$ cat src/rtl/mem_arbiter.sv
// Arbitrates IF fetches and MEM loads/stores onto one single-port memory channel.
// One transaction is in flight at a time; MEM wins unless it has starved IF for too long.
module mem_arbiter #(
    parameter int unsigned MAX_MEM_STREAK = 4
) (
    input  logic        clk,
    input  logic        rst,
    input  logic        if_req,
    input  logic [31:0] if_addr,
    output logic [31:0] if_rdata,
    output logic        if_done,
    input  logic        mem_req,
    input  logic        mem_we,
    input  logic [31:0] mem_addr,
    input  logic [31:0] mem_wdata,
    output logic [31:0] mem_rdata,
    output logic        mem_done,
    output logic        m_valid,
    output logic        m_we,
    output logic [31:0] m_addr,
    output logic [31:0] m_wdata,
    input  logic        m_ready,
    input  logic        m_resp,
    input  logic [31:0] m_rdata,
    output logic        stall_if,
    output logic        stall_mem
);

    localparam int unsigned StreakW =
        (MAX_MEM_STREAK > 0) ? $clog2(MAX_MEM_STREAK + 1) : 1;
    localparam logic [StreakW-1:0] StreakMax = StreakW'(MAX_MEM_STREAK);

    typedef enum logic [1:0] {StIdle, StCmd, StWait, StDone} state_e;

    state_e              state_q, state_d;
    logic                owner_mem_q, owner_mem_d;
    logic                we_q, we_d;
    logic [31:0]         addr_q, addr_d;
    logic [31:0]         wdata_q, wdata_d;
    logic [31:0]         if_rdata_q, if_rdata_d;
    logic [31:0]         mem_rdata_q, mem_rdata_d;
    logic [StreakW-1:0]  streak_q, streak_d;
    logic                grant_mem;

    // IF only overrides MEM once MEM has won MAX_MEM_STREAK times in a row with IF waiting.
    assign grant_mem = mem_req && !(if_req && (streak_q == StreakMax));

    always_comb begin
        state_d     = state_q;
        owner_mem_d = owner_mem_q;
        we_d        = we_q;
        addr_d      = addr_q;
        wdata_d     = wdata_q;
        if_rdata_d  = if_rdata_q;
        mem_rdata_d = mem_rdata_q;
        streak_d    = streak_q;
        case (state_q)
            StIdle: begin
                if (if_req || mem_req) begin
                    state_d     = StCmd;
                    owner_mem_d = grant_mem;
                    addr_d      = grant_mem ? mem_addr : if_addr;
                    we_d        = grant_mem && mem_we;
                    wdata_d     = grant_mem ? mem_wdata : 32'h0;
                    if (grant_mem && if_req) begin
                        streak_d = (streak_q == StreakMax) ? streak_q
                                                           : streak_q + StreakW'(1);
                    end else begin
                        streak_d = '0;
                    end
                end
            end
            StCmd: begin
                if (m_ready) begin
                    state_d = StWait;
                end
            end
            StWait: begin
                if (m_resp) begin
                    state_d = StDone;
                    // Write responses carry no data worth keeping.
                    if (owner_mem_q) begin
                        if (!we_q) begin
                            mem_rdata_d = m_rdata;
                        end
                    end else begin
                        if_rdata_d = m_rdata;
                    end
                end
            end
            StDone: begin
                state_d = StIdle;
            end
            default: begin
                state_d = StIdle;
            end
        endcase
    end

    always_ff @(posedge clk) begin
        if (rst) begin
            state_q     <= StIdle;
            owner_mem_q <= 1'b0;
            we_q        <= 1'b0;
            addr_q      <= 32'h0;
            wdata_q     <= 32'h0;
            if_rdata_q  <= 32'h0;
            mem_rdata_q <= 32'h0;
            streak_q    <= '0;
        end else begin
            state_q     <= state_d;
            owner_mem_q <= owner_mem_d;
            we_q        <= we_d;
            addr_q      <= addr_d;
            wdata_q     <= wdata_d;
            if_rdata_q  <= if_rdata_d;
            mem_rdata_q <= mem_rdata_d;
            streak_q    <= streak_d;
        end
    end

    assign m_valid   = (state_q == StCmd);
    assign m_we      = we_q;
    assign m_addr    = addr_q;
    assign m_wdata   = wdata_q;
    assign if_done   = (state_q == StDone) && !owner_mem_q;
    assign mem_done  = (state_q == StDone) && owner_mem_q;
    assign if_rdata  = if_rdata_q;
    assign mem_rdata = mem_rdata_q;
    assign stall_if  = if_req && !if_done;
    assign stall_mem = mem_req && !mem_done;

endmodule
$ cat config.mk
export PLATFORM = sky130hd
export DESIGN_NAME = mem_arbiter
export DESIGN_NICKNAME = d
export VERILOG_FILES = /design/src/rtl/mem_arbiter.sv
export SDC_FILE = /design/constraint.sdc
export NUM_CORES = 1
export LEC_CHECK = 0
export BUFFER_PORTS_ARGS = -buffer_cell sky130_fd_sc_hd__buf_2
export CORE_MARGIN = 4
export CORE_UTILIZATION = 40
export DETAILED_ROUTE_END_ITERATION = 10
export GPL_TIMING_DRIVEN = 0
export PLACE_DENSITY = 0.74
export SYNTH_ARGS = -nofsm -noshare
export SYNTH_HDL_FRONTEND = slang
export SYNTH_SLANG_ARGS = --single-unit
$ cat constraint.sdc
create_clock -name clk -period 1.65 [get_ports clk]
set_clock_uncertainty 0.1 [all_clocks]
set_input_delay 0.2475 -clock clk [delete_from_list [all_inputs] [get_ports clk]]
set_output_delay 0.2475 -clock clk [all_outputs]
set_load 0.05 [all_outputs]
* Yosys cells after proc, flatten, opt, wreduce, memory -nomap -nowiden
Cells that the tools add are included.
** Storage, ports and cells
- Logic and storage cells :: 46
- Output and inout port bits :: 134
- Flip-flop bits (word level) :: 135
** Cells by class
- $add $sub $neg :: 1
- Bitwise operators :: 2
- Reduce and logical (&&, ||, !) cells :: 19
- Muxes and demuxes :: 8
- Eq/ne operators :: 8
** Operator list (count)
- two-way mux 32 bit :: 2
- AND reduction 3 bit :: 3
- logical AND 1 bit :: 8
- one-hot mux 2 bit (4 select lines) :: 1
- two-way mux 2 bit :: 3
- two-way mux 3 bit :: 2
- inequality test 2 bit, second input constant :: 3
- == test 2 bit, second input constant :: 2
- zero test 1 bit :: 4
- AND reduction 4 bit :: 1
- adder 3 x 1 -> 3 bit, second input constant :: 1
- == test 3 bit, second input constant :: 1
- == test 2 x 1 -> 1 bit, second input constant :: 1
- zero test 2 bit :: 1
- inequality test 2 x 1 -> 1 bit, second input constant :: 1
- NOT 1 bit :: 2
- AND reduction 2 bit :: 1
- logical OR 1 bit :: 1

* Longest topological paths before layout
Gate-level depths: netlist (run 1).
- Depth in word-level cells :: 7
- Depth in mapped cells :: 7

* Worst setup path before layout (run 1)
OpenSTA, ideal clock, no wires.
- Path type :: register -> output
- From :: reg state_q[0]
- To :: out stall_if
- Setup slack :: -0.403 ns
- Data arrival time :: 1.705 ns
- Path buffers :: 0
- Cell stages (with the launch flop) :: 4
- Cells stage by stage :: dfxtp_1 -> ha_1 -> nor2b_1 -> nor2b_1
** Between the ends
- Cells in the longest elaborated chain, start to end :: 4
** Ends and longest elaborated chain
- start: declaration :: line 35 : state_e state_q, state_d;
- start signal: assignment :: line 102 : state_q <= StIdle;
- start signal: assignment :: line 111 : state_q <= state_d;
- == test 2 bit :: line 126 : assign if_done = (state_q == StDone) && !owner_mem_q;
- logical AND 1 bit :: line 126
- via if_done :: line 11 : output logic if_done,
- zero test 1 bit :: line 130 : assign stall_if = if_req && !if_done;
- logical AND 1 bit :: line 130
- end: declaration :: line 25 : output logic stall_if,
The timed path passes the listed nets, and every way through them passes these cells.

* Final worst setup path (run 1)
- From :: reg state_q[1]
- To :: out stall_mem
** Between the ends
- Cells in the longest elaborated chain, start to end :: 4
** Ends and longest elaborated chain
- == test 2 bit :: line 127 : assign mem_done = (state_q == StDone) && owner_mem_q;
- logical AND 1 bit :: line 127
- zero test 1 bit :: line 131 : assign stall_mem = mem_req && !mem_done;
- logical AND 1 bit :: line 131
- end: declaration :: line 26 : output logic stall_mem
Every way passes these cells.

==> results of run 1 <==
==> timing repair <==
action,4_1_cts,5_1_grt
hold buffers,92,0
endpoints found under the hold margin,120,0
buffers inserted,1,2
gates cloned,0,0
setup endpoints to repair,130,121
pin swaps,0,4
gates resized for setup,42,29
==> cell usage after synthesis (2+ instances only) <==
| cell | instances | share of area, % |
|---|---|---|
| nand2b_1 | 2 | 0.25 |
| buf_2 | 15 | 1.5 |
| clkbuf_1 | 29 | 2.1 |
| buf_6 | 4 | 0.89 |
| a31oi_1 | 33 | 4.1 |
| nor2b_1 | 2 | 0.25 |
| and3b_1 | 2 | 0.34 |
| ha_1 | 7 | 1.7 |
| inv_1 | 6 | 0.44 |
| nor2_1 | 3 | 0.22 |
| nand2_1 | 129 | 9.5 |
| a21oi_1 | 98 | 9.7 |
| a22o_1 | 33 | 5.7 |
| o21ai_0 | 64 | 6.3 |
| a31o_1 | 2 | 0.34 |
| buf_1 | 3 | 0.22 |
| dfxtp_1 | 135 | 53 |
==> cell type report <==
class,count,share of cell area (%)
inverter,6,0.269
buffer,50,3.54
tap,168,2.51
sequential,135,32.4
multi-input combinational,393,26.2
clock buffer,22,5.54
clock inverter,9,2.06
timing repair buffer,361,27.5
==> registers in the layout, indices dropped and copies added, names as in the netlist <==
name         cells
if_rdata        32
m_addr          32
m_wdata         32
m_we             1
mem_rdata       32
owner_mem_q      1
state_q          2
streak_q         3
==> worst max-delay path: stages (launching register included) <==
cell	delay, ns
dfxtp_4	0.36
ha_4	0.15
and2_4	0.17
nor2_4	0.09
buf_8	0.15
==> through the flow <==
stage               util [%]  hold WS (ns)  setup TNS, ns  total power [uW]
floorplan                  -         0.280              0              7690
global placement        54.3         0.340         -18.29              8870
detailed placement      54.3         0.343         -20.66              8880
CTS                     67.9       0.00397         -0.117             13300
global route            68.6        0.0209         -0.217             14100
finish                  68.6        0.0223        -0.0488             13500
==> final timing paths <==
| check | to | start | cells past startpoint |
|---|---|---|---|
| min reg2reg | if_rdata[14]$_SDFFE_PP0P_ | if_rdata[14]$_SDFFE_PP0P_ | 2 |
| min | m_addr[13]$_SDFFE_PP0P_ | if_addr[13] | 3 |
| max | stall_mem | state_q[1]$_SDFFE_PP0P_ | 4 |
| max reg2reg | m_wdata[5]$_SDFFE_PP0P_ | streak_q[0]$_SDFFE_PP0P_ | 7 |
==> cells by family (layout without fill, tap and decap cells) <==
group	after synthesis	after routing	share of synthesized area, %
buffers and inverters	58	448	5.32
AO/OA/AOI/OAI	236	236	27.1
flip-flops	135	135	53.2
AND/OR/NAND/NOR	150	150	12.7
adder cells (fa/ha/maj)	7	7	1.72
==> power groups by stage <==
stage | registers [uW] | logic (uW) | clock network, uW
3_5_place_dp | 4210 | 4670 | 0
3_3_place_gp | 4210 | 4650 | 0
4_1_cts | 4170 | 4990 | 4150
6_report | 4220 | 5170 | 4100
2_1_floorplan | 6130 | 1560 | 0
5_1_grt | 4280 | 5480 | 4300
==> per-layer routing <==
| layer | share of wire [%] | vias to the layer above | global-route usage [%] |
|---|---|---|---|
| li1 | - | 2825 | - |
| met4 | 2.8 | 0 | 11.5 |
| met1 | 39 | 2694 | 27.9 |
| met5 | 0 | - | 0 |
| met2 | 49 | 324 | 42.8 |
| met3 | 8.6 | 50 | 7.06 |
==> summary.md, run 1 <==
| Metric | Value |
|---|---|
| Cells after Synth | 586 |
| Async SR Flop Fraction | 0% |
| Headroom to the max-slew limit | 64.2% |
| DIE HEIGHT | between 100 and 150 um |
| Clock sink count | approximately 140 |
| Placed cell count | 1020 |
| Logic gate share of total power | between 30% and 40% |
| Max-cap violations | 0 |
| Congestion Overflow GR | 0 |
| Design Area, Final | 8370 um2 |
| Final #Nets | roughly 1100 |
| Minimum clock period | 1.68 ns |
| Commonest cells after routing, fill and taps aside | buf_2 (270), dfxtp_1 (132), nand2_1 (129) |
| Final Non-Filler Cells | between 1000 and 1500 |
| Leak | about 0.0038 uW |
| Synth warn | 0 |
| Initial Util | 41.6% |
| Ports | 269 |
| Clock latency at the later pin of the worst-skew pair | just over 0.4 ns |
| Worst setup path category | reg -> out |
| # fillers | ~980 |
| Library cells used by synthesis | 36 |
| Placed inst area | approximately 6600 um2 |
| Place WS | -0.261 ns |
| Core Box Area | 12200 um2 |
| Combined area of the multi-input logic cells | roughly 2200 um2 |
| Least-Margin Pin Slew | ~0.54 ns |
| Via density | 5.15 |
| Layout area overhead | 64.7% |
| CTS Buffer Depth | 2 |
| Power per cell area | approximately 1600 nW/um2 |
| Psw | 5320 uW |
| Final slew viol count | 0 |
| Die span in x | about 120 um |
| Final Hold Fails | 0 |
| First-pass GRT wire length | 28.6 mm |
| Initial DRC count | 541 |
| Hpwl dp | 11.8 mm |
| CTS Buf Count | 17 |
| CP Capture Type | output port |
| Via Count | 5893 |
| Post-synth EDFFs | 0 |
| WL/cell | 16.3 um |
| Overall global routing resource usage | approximately a quarter |
| Register area | 2710 um2 |
| Fin crit share | 102% |
| Internal Power | ~8200 uW |
| Commonest non-fill, non-tap cell in the layout | buf_2 |
| Clk slew on worst S/H paths | 0.05 ns |
| Site row count | 40 |
| Initial antenna violation count | 0 |
| Final setup fails | 2 |
| H-tree Lvls | 4 |
| Clock network power share | between 30% and 40% |
| Yosys reg bits | between 100 and 150 |
| WP data arrival | 1.33 ns |
| Critical path required time | between 1 and 1.5 ns |
| R2R Setup Slk | 0.05 ns |
| RSZ-0062 raised after global routing | yes |
| Status | complete, but fails checks |
| CP Max Fanout | 3 |
| Syn avg cell area | 8.67 um2 |
| Routability-driven placement congestion ratio | between 0.8 and 0.9 |
| Max VDD drop | 1.30 mV |
| Sw frac | about two fifths |
| Router iterations before antenna repair | 7 |
| Clk root buf | clkbuf_16 |
| Share of cells above drive strength 1 | 36.5% |
| Final WS setup | -0.0305 ns |
| Sequential share of power | 31.3% |
| Startpoint types | register |
| Routed WL | ~19 mm |
| Vias in the first global route | 5858 |
| Failing checks | setup timing |
| Largest net degree at the start of global routing | 17 |
| CTS tree | yes |
| Register area share after synthesis | 53.2% |
| Full die area | 14600 um2 |
| Most used DFF post-synth | dfxtp_1 |
| Final ANT Viol Nets | 0 |
| Fmax | 595 MHz |
| Buffers added on ports | 266 |
| Hold Path Class | in -> reg |
| Synthesized net count | 728 |
| Synth Cell Area | 5080 um2 |
| # DRC | 0 |
| N_diodes | 0 |
Power figures use the tool's default switching activity.
==> run 2, diff against run 1 <==
- SETUP_SLACK_MARGIN: default -> 0.05
==> run 2 against run 1 <==
The run still ends with setup timing left. Routed wire length rose by 1.4%. Final cell count rose by 0.26%. Critical path depth did not move. Via count fell by 0.27%. Sequential cell count did not move. Highest routed layer unchanged.
==> summary.md, run 2 (same netlist as run 1, synthesis figures left out) <==
| Metric | Value |
|---|---|
| Final Hold Fails | 0 (unchanged) |
| Ports | 269 (unchanged) |
| Status | complete, but fails checks (unchanged) |
| Full die area | 14600 um2 (unchanged) |
| N_diodes | 0 (unchanged) |
| Internal Power | 8250 uW (was 8170 uW) |
| Clk root buf | clkbuf_16 (unchanged) |
| Worst setup path category | reg -> out (unchanged) |
| Fmax | 590 MHz (was 595 MHz) |
| Commonest cells after routing, fill and taps aside | buf_2 (266), dfxtp_1 (132), nand2_1 (129) (was buf_2 (270), dfxtp_1 (132), nand2_1 (129)) |
| Sw frac | 39.3% (was 39.4%) |
| RSZ-0062 raised after global routing | yes (unchanged) |
| Psw | 5350 uW (was 5320 uW) |
| Headroom to the max-slew limit | 63.8% (was 64.2%) |
| DIE HEIGHT | 121 um (unchanged) |
| Clock sink count | 135 (unchanged) |
| Congestion Overflow GR | 0 (unchanged) |
| Hold Path Class | in -> reg (unchanged) |
| Via Count | 5877 (was 5893) |
| CTS Buffer Depth | 2 (unchanged) |
| Share of cells above drive strength 1 | 36.6% (was 36.5%) |
| Largest net degree at the start of global routing | 17 (unchanged) |
| Final Non-Filler Cells | 1147 (was 1144) |
| Final setup fails | 3 (was 2) |
| Failing checks | setup timing (unchanged) |
| Overall global routing resource usage | 24.9% (was 24.7%) |
| Clk slew on worst S/H paths | 0.05 ns (about the same) |
| Routability-driven placement congestion ratio | 0.823 (unchanged) |
| Layout area overhead | 66.3% (was 64.7%) |
| Max-cap violations | 0 (unchanged) |
| CTS tree | yes (unchanged) |
| Startpoint types | register (unchanged) |
| Final WS setup | -0.0454 ns (was -0.0305 ns) |
| Core Box Area | 12200 um2 (unchanged) |
| Initial Util | 41.6% (unchanged) |
| Sequential share of power | 31.0% (was 31.3%) |
| Minimum clock period | 1.70 ns (was 1.68 ns) |
| Critical path required time | 1.30 ns (about the same) |
| Commonest non-fill, non-tap cell in the layout | buf_2 (unchanged) |
| First-pass GRT wire length | 28.9 mm (was 28.6 mm) |
| # DRC | 0 (unchanged) |
| Die span in x | 121 um (unchanged) |
| Site row count | 40 (unchanged) |
| Vias in the first global route | 5874 (was 5858) |
| Max VDD drop | 1.44 mV (was 1.30 mV) |
| Final slew viol count | 0 (unchanged) |
| Router iterations before antenna repair | 5 (was 7) |
| WP data arrival | 1.35 ns (was 1.33 ns) |
| H-tree Lvls | 4 (unchanged) |
| CP Capture Type | output port (unchanged) |
| Fin crit share | 103% (was 102%) |
| Least-Margin Pin Slew | 0.543 ns (was 0.536 ns) |
| Initial DRC count | 471 (was 541) |
| Final ANT Viol Nets | 0 (unchanged) |
| PnR Total Power | 13600 uW (was 13500 uW) |
| Placed cell count | 1020 (unchanged) |
| Worst hold slack | 0.0244 ns (was 0.0223 ns) |
| Clock latency at the later pin of the worst-skew pair | 0.41 ns (about the same) |
| WL/cell | 16.4 um (was 16.3 um) |
| Clock network power share | 30.2% (was 30.4%) |
| Via density | 5.12 (was 5.15) |
| Final core utilization | 69.2% (was 68.6%) |
| Logic gate share of total power | 38.8% (was 38.3%) |
| Final #Nets | 1109 (was 1106) |
| Buffers added on ports | 266 (unchanged) |
| CP Max Fanout | 3 (unchanged) |
| # fillers | 963 (was 976) |
| Hpwl dp | 11.8 mm (unchanged) |
| CTS Buf Count | 17 (unchanged) |
| Leak | 0.00383 uW (was 0.00380 uW) |
| Initial antenna violation count | 0 (unchanged) |
| Routed WL | 18.9 mm (was 18.6 mm) |
| Power per cell area | 1610 nW/um2 (about the same) |
-- run 2: critical path: stages, from the launching register on --
cell and delay (ns):
dfxtp_2 0.35, ha_4 0.17, and2_4 0.17, nor2_4 0.09, buf_8 0.15
-- run 2: worst paths after layout --
path	cells after the start	slack (ns)	to	startpoint
max	4	-0.05	stall_mem	state_q[1]$_SDFFE_PP0P_
min	3	0.02	m_addr[13]$_SDFFE_PP0P_	if_addr[13]
max reg2reg	6	0	m_wdata[5]$_SDFFE_PP0P_	state_q[1]$_SDFFE_PP0P_
min reg2reg	2	0.35	if_rdata[5]$_SDFFE_PP0P_	if_rdata[5]$_SDFFE_PP0P_
-- run 2: timing repair --
action                                  in CTS  in global routing
cloned                                       0                  2
endpoints found under the setup margin     134                126
gates resized for setup                     63                 37
pin swaps                                    5                  1
hold endpoints to repair                   120                  0
hold buffers                                92                  0
buffers inserted                             3                  1
-- run 2: per-stage QoR --
stage	setup TNS [ns]	area [um2]	worst slack, ns
2_1_floorplan	0	5090	0.0371
3_3_place_gp	-18.29	6640	-0.248
3_5_place_dp	-20.66	6640	-0.261
4_1_cts	-0.105	8380	-0.0354
5_1_grt	-1.03	8450	-0.0933
6_report	-0.0824	8450	-0.0454
-- run 2: metal layers --
metal	GRT usage (%)	routed length [um]
met5	0	0
met4	11.4	500
met3	7.20	1510
met2	43.0	9360
met1	28.2	7490
-- run 2: final cells by class --
cell class              count  area (um2)  share of cell area [%]
multi-input cells         393        2190                    25.9
plain buffers              50         347                    4.10
clock buffers              22         464                    5.49
inverters                   6        22.5                   0.266
well taps                 168         210                    2.49
flip-flops and latches    135        2710                    32.0
clock inverters             9         173                    2.04
repair buffers            364        2340                    27.7
-- run 2: power groups by stage --
stage / clock (uW) / sequential [uW] / combinational (uW)
2_1_floorplan: 0 / 6130 / 1560
3_3_place_gp: 0 / 4210 / 4650
3_5_place_dp: 0 / 4210 / 4670
4_1_cts: 4150 / 4180 / 5080
5_1_grt: 4310 / 4290 / 5590
6_report: 4100 / 4220 / 5280
==> run 3, diff against run 2 <==
- PLACE_DENSITY: 0.74 -> 0.84
==> run 3 against run 2 <==
The run still ends with setup timing left. Largest cell class is now buffers. Critical path depth unchanged. First-iteration DRC count increased by 4.9%. Register-to-register slack improved by 0.04 ns. Die area unchanged. Largest power group unchanged. Sequential power about the same. Final cell count increased by 1.4%. Routed wire length increased by 12%. Worst setup slack got worse by 0.0066 ns. Clock power decreased by 6.8%. Total power increased by 0.77%. Global-route usage increased by 2.4 points. Combinational power increased by 6.6%.
==> summary.md, run 3 (same netlist as run 1, synthesis figures left out) <==
| Metric | Value |
|---|---|
| Status | complete, but fails checks (unchanged) |
| Failing checks | setup timing (unchanged) |
| Via Count | 6252 (was 5877) |
| Max-cap violations | 0 (unchanged) |
| Fmax | 588 MHz (was 590 MHz) |
| CTS tree | yes (unchanged) |
| Buffers added on ports | 266 (unchanged) |
| Met2 capacity usage during global routing | 47.7% (was 43.0%) |
| Fin crit share | 103% (about the same) |
| Share of cells above drive strength 1 | 38.3% (was 36.6%) |
| Routed WL | 21.1 mm (was 18.9 mm) |
| Overall global routing resource usage | 27.2% (was 24.9%) |
| Worst Reg-to-Reg Cells | 7 (was 6) |
| # DRC | 0 (unchanged) |
| Die span in x | 121 um (unchanged) |
| Sw frac | 41.4% (was 39.3%) |
| GR Layer Usage met3 | 7.30% (was 7.20%) |
| Worst setup path category | reg -> out (unchanged) |
| CTS Buffer Depth | 2 (unchanged) |
| Met1 Use GR | 30.2% (was 28.2%) |
| Final Hold Fails | 0 (unchanged) |
| Commonest non-fill, non-tap cell in the layout | buf_2 (unchanged) |
| Commonest cells after routing, fill and taps aside | buf_2 (269), dfxtp_1 (132), nand2_1 (126) (was buf_2 (266), dfxtp_1 (132), nand2_1 (129)) |
| Clock sink count | 135 (unchanged) |
| Setup Total Neg Slack | -0.0983 ns (was -0.0824 ns) |
| PnR Total Power | 13700 uW (was 13600 uW) |
| Initial DRC count | 494 (was 471) |
| Final Non-Filler Cells | 1163 (was 1147) |
| WP data arrival | 1.35 ns (about the same) |
| Critical path required time | 1.30 ns (about the same) |
| Largest net degree at the start of global routing | 17 (unchanged) |
| Final ANT Viol Nets | 0 (unchanged) |
| Full die area | 14600 um2 (unchanged) |
| Layer with the highest usage | met2 (unchanged) |
| CTS Buf Count | 17 (unchanged) |
| Clk slew on worst S/H paths | 0.06 ns (was 0.05 ns) |
| Routability-driven placement congestion ratio | 0.836 (was 0.823) |
| Clock network power share | 27.9% (was 30.2%) |
| Final WS setup | -0.0520 ns (was -0.0454 ns) |
| Hold Path Class | in -> reg (unchanged) |
| # fillers | 859 (was 963) |
| Clk root buf | clkbuf_16 (unchanged) |
| WL/cell | 18.2 um (was 16.4 um) |
| Final core utilization | 70.7% (was 69.2%) |
| H-tree Lvls | 4 (unchanged) |
| Initial Util | 41.6% (unchanged) |
| Least-Margin Pin Slew | 0.558 ns (was 0.543 ns) |
| Final setup fails | 2 (was 3) |
| Final slew viol count | 0 (unchanged) |
| Worst path bufs/invs | 1 (unchanged) |
| Startpoint types | register (unchanged) |
| Power per cell area | 1590 nW/um2 (was 1610 nW/um2) |
| CP Max Fanout | 3 (unchanged) |
| Slowest cell on the critical path | dfxtp_4 (was dfxtp_2) |
| Logic gate share of total power | 41.1% (was 38.8%) |
| Ports | 269 (unchanged) |
| Layout area overhead | 70.0% (was 66.3%) |
| Clock latency at the later pin of the worst-skew pair | 0.42 ns (was 0.41 ns) |
| Minimum clock period | 1.70 ns (about the same) |
| Crit path max-delay family | flip-flops (unchanged) |
| First-pass GRT wire length | 31.4 mm (was 28.9 mm) |
| Via density | 5.38 (was 5.12) |
| Initial antenna violation count | 2 (was 0) |
| Placed cell count | 1020 (unchanged) |
| CP Capture Type | output port (unchanged) |
| Headroom to the max-slew limit | 62.8% (was 63.8%) |
| Vias in the first global route | 6205 (was 5874) |
| Hold depth | 3 (unchanged) |
| Leak | 0.00390 uW (was 0.00383 uW) |
| CP max stage delay | 0.36 ns (was 0.35 ns) |
| Placed inst area | 6640 um2 (unchanged) |
| RSZ-0062 raised after global routing | yes (unchanged) |
| DIE HEIGHT | 121 um (unchanged) |
| Worst path depth | 4 (unchanged) |
| Hpwl dp | 12.3 mm (was 11.8 mm) |
| Design Area, Final | 8640 um2 (was 8450 um2) |
| Router iterations before antenna repair | 7 (was 5) |
| Core Box Area | 12200 um2 (unchanged) |
| Final #Nets | 1122 (was 1109) |
| Congestion Overflow GR | 0 (unchanged) |
| Site row count | 40 (unchanged) |
| Worst path cell trace | ha_4 -> nor2b_4 -> nor2b_2 -> buf_6 (was ha_4 -> and2_4 -> nor2_4 -> buf_8) |
| Internal Power | 8030 uW (was 8250 uW) |
| Sequential share of power | 31.0% (about the same) |
| Psw | 5670 uW (was 5350 uW) |
| Max VDD drop | 1.15 mV (was 1.44 mV) |
-- run 3: worst reg2reg max path: stages, from the launching register on --
cell	delay [ns]
dfxtp_4	0.36
clkinvlp_4	0.11
ha_4	0.19
o21a_4	0.20
nor2_4	0.05
buf_12	0.15
buf_8	0.14
a22o_1	0.20
-- run 3: cell type report --
class	instances	area (um2)	area share, %
diodes	2	5.00	0.0579
plain buffers	49	369	4.27
clock buffers	19	453	5.24
clock inverters	13	145	1.68
inverters	6	28.8	0.333
multi-input cells	393	2230	25.8
flip-flops and latches	135	2710	31.4
well taps	168	210	2.43
repair buffers	378	2490	28.8
-- run 3: stage by stage --
| stage | setup WS (ns) | hold slack [ns] |
|---|---|---|
| after floorplan | 0.0371 | 0.280 |
| after global placement | -0.216 | 0.338 |
| after detailed placement | -0.294 | 0.344 |
| after CTS | -0.0619 | 0.00381 |
| after global routing | -0.0942 | 0.0361 |
| final | -0.0520 | 0.0257 |
-- run 3: routing by layer --
layer	share of wire (%)	wire length, um	up-vias
met4	3.7	787	0
met1	37	7850	2901
li1	-	-	2861
met2	50	10600	419
met3	9.1	1930	71
met5	0	0	-
-- run 3: final timing paths --
check	from	end	slack, ns
max	state_q[1]$_SDFFE_PP0P_	stall_if	-0.05
min	mem_addr[22]	m_addr[22]$_SDFFE_PP0P_	0.03
max reg2reg	state_q[0]$_SDFFE_PP0P_	m_wdata[7]$_SDFFE_PP0P_	0.04
min reg2reg	mem_rdata[25]$_SDFFE_PP0P_	mem_rdata[25]$_SDFFE_PP0P_	0.36
-- run 3: what timing repair did --
item | CTS | global route
hold endpoints to repair | 126 | 0
setup endpoints to repair | 134 | 128
pin swaps | 4 | 22
hold buffers | 95 | 0
resized for setup | 59 | 82
gates cloned | 0 | 5
setup buffers | 5 | 7
-- run 3: power groups by stage --
stage	clock (uW)	sequential (uW)	combinational (uW)
2_1_floorplan	0	6130	1560
3_3_place_gp	0	4220	4630
3_5_place_dp	0	4220	4700
4_1_cts	3840	4200	5150
5_1_grt	3980	4300	5910
6_report	3820	4250	5630
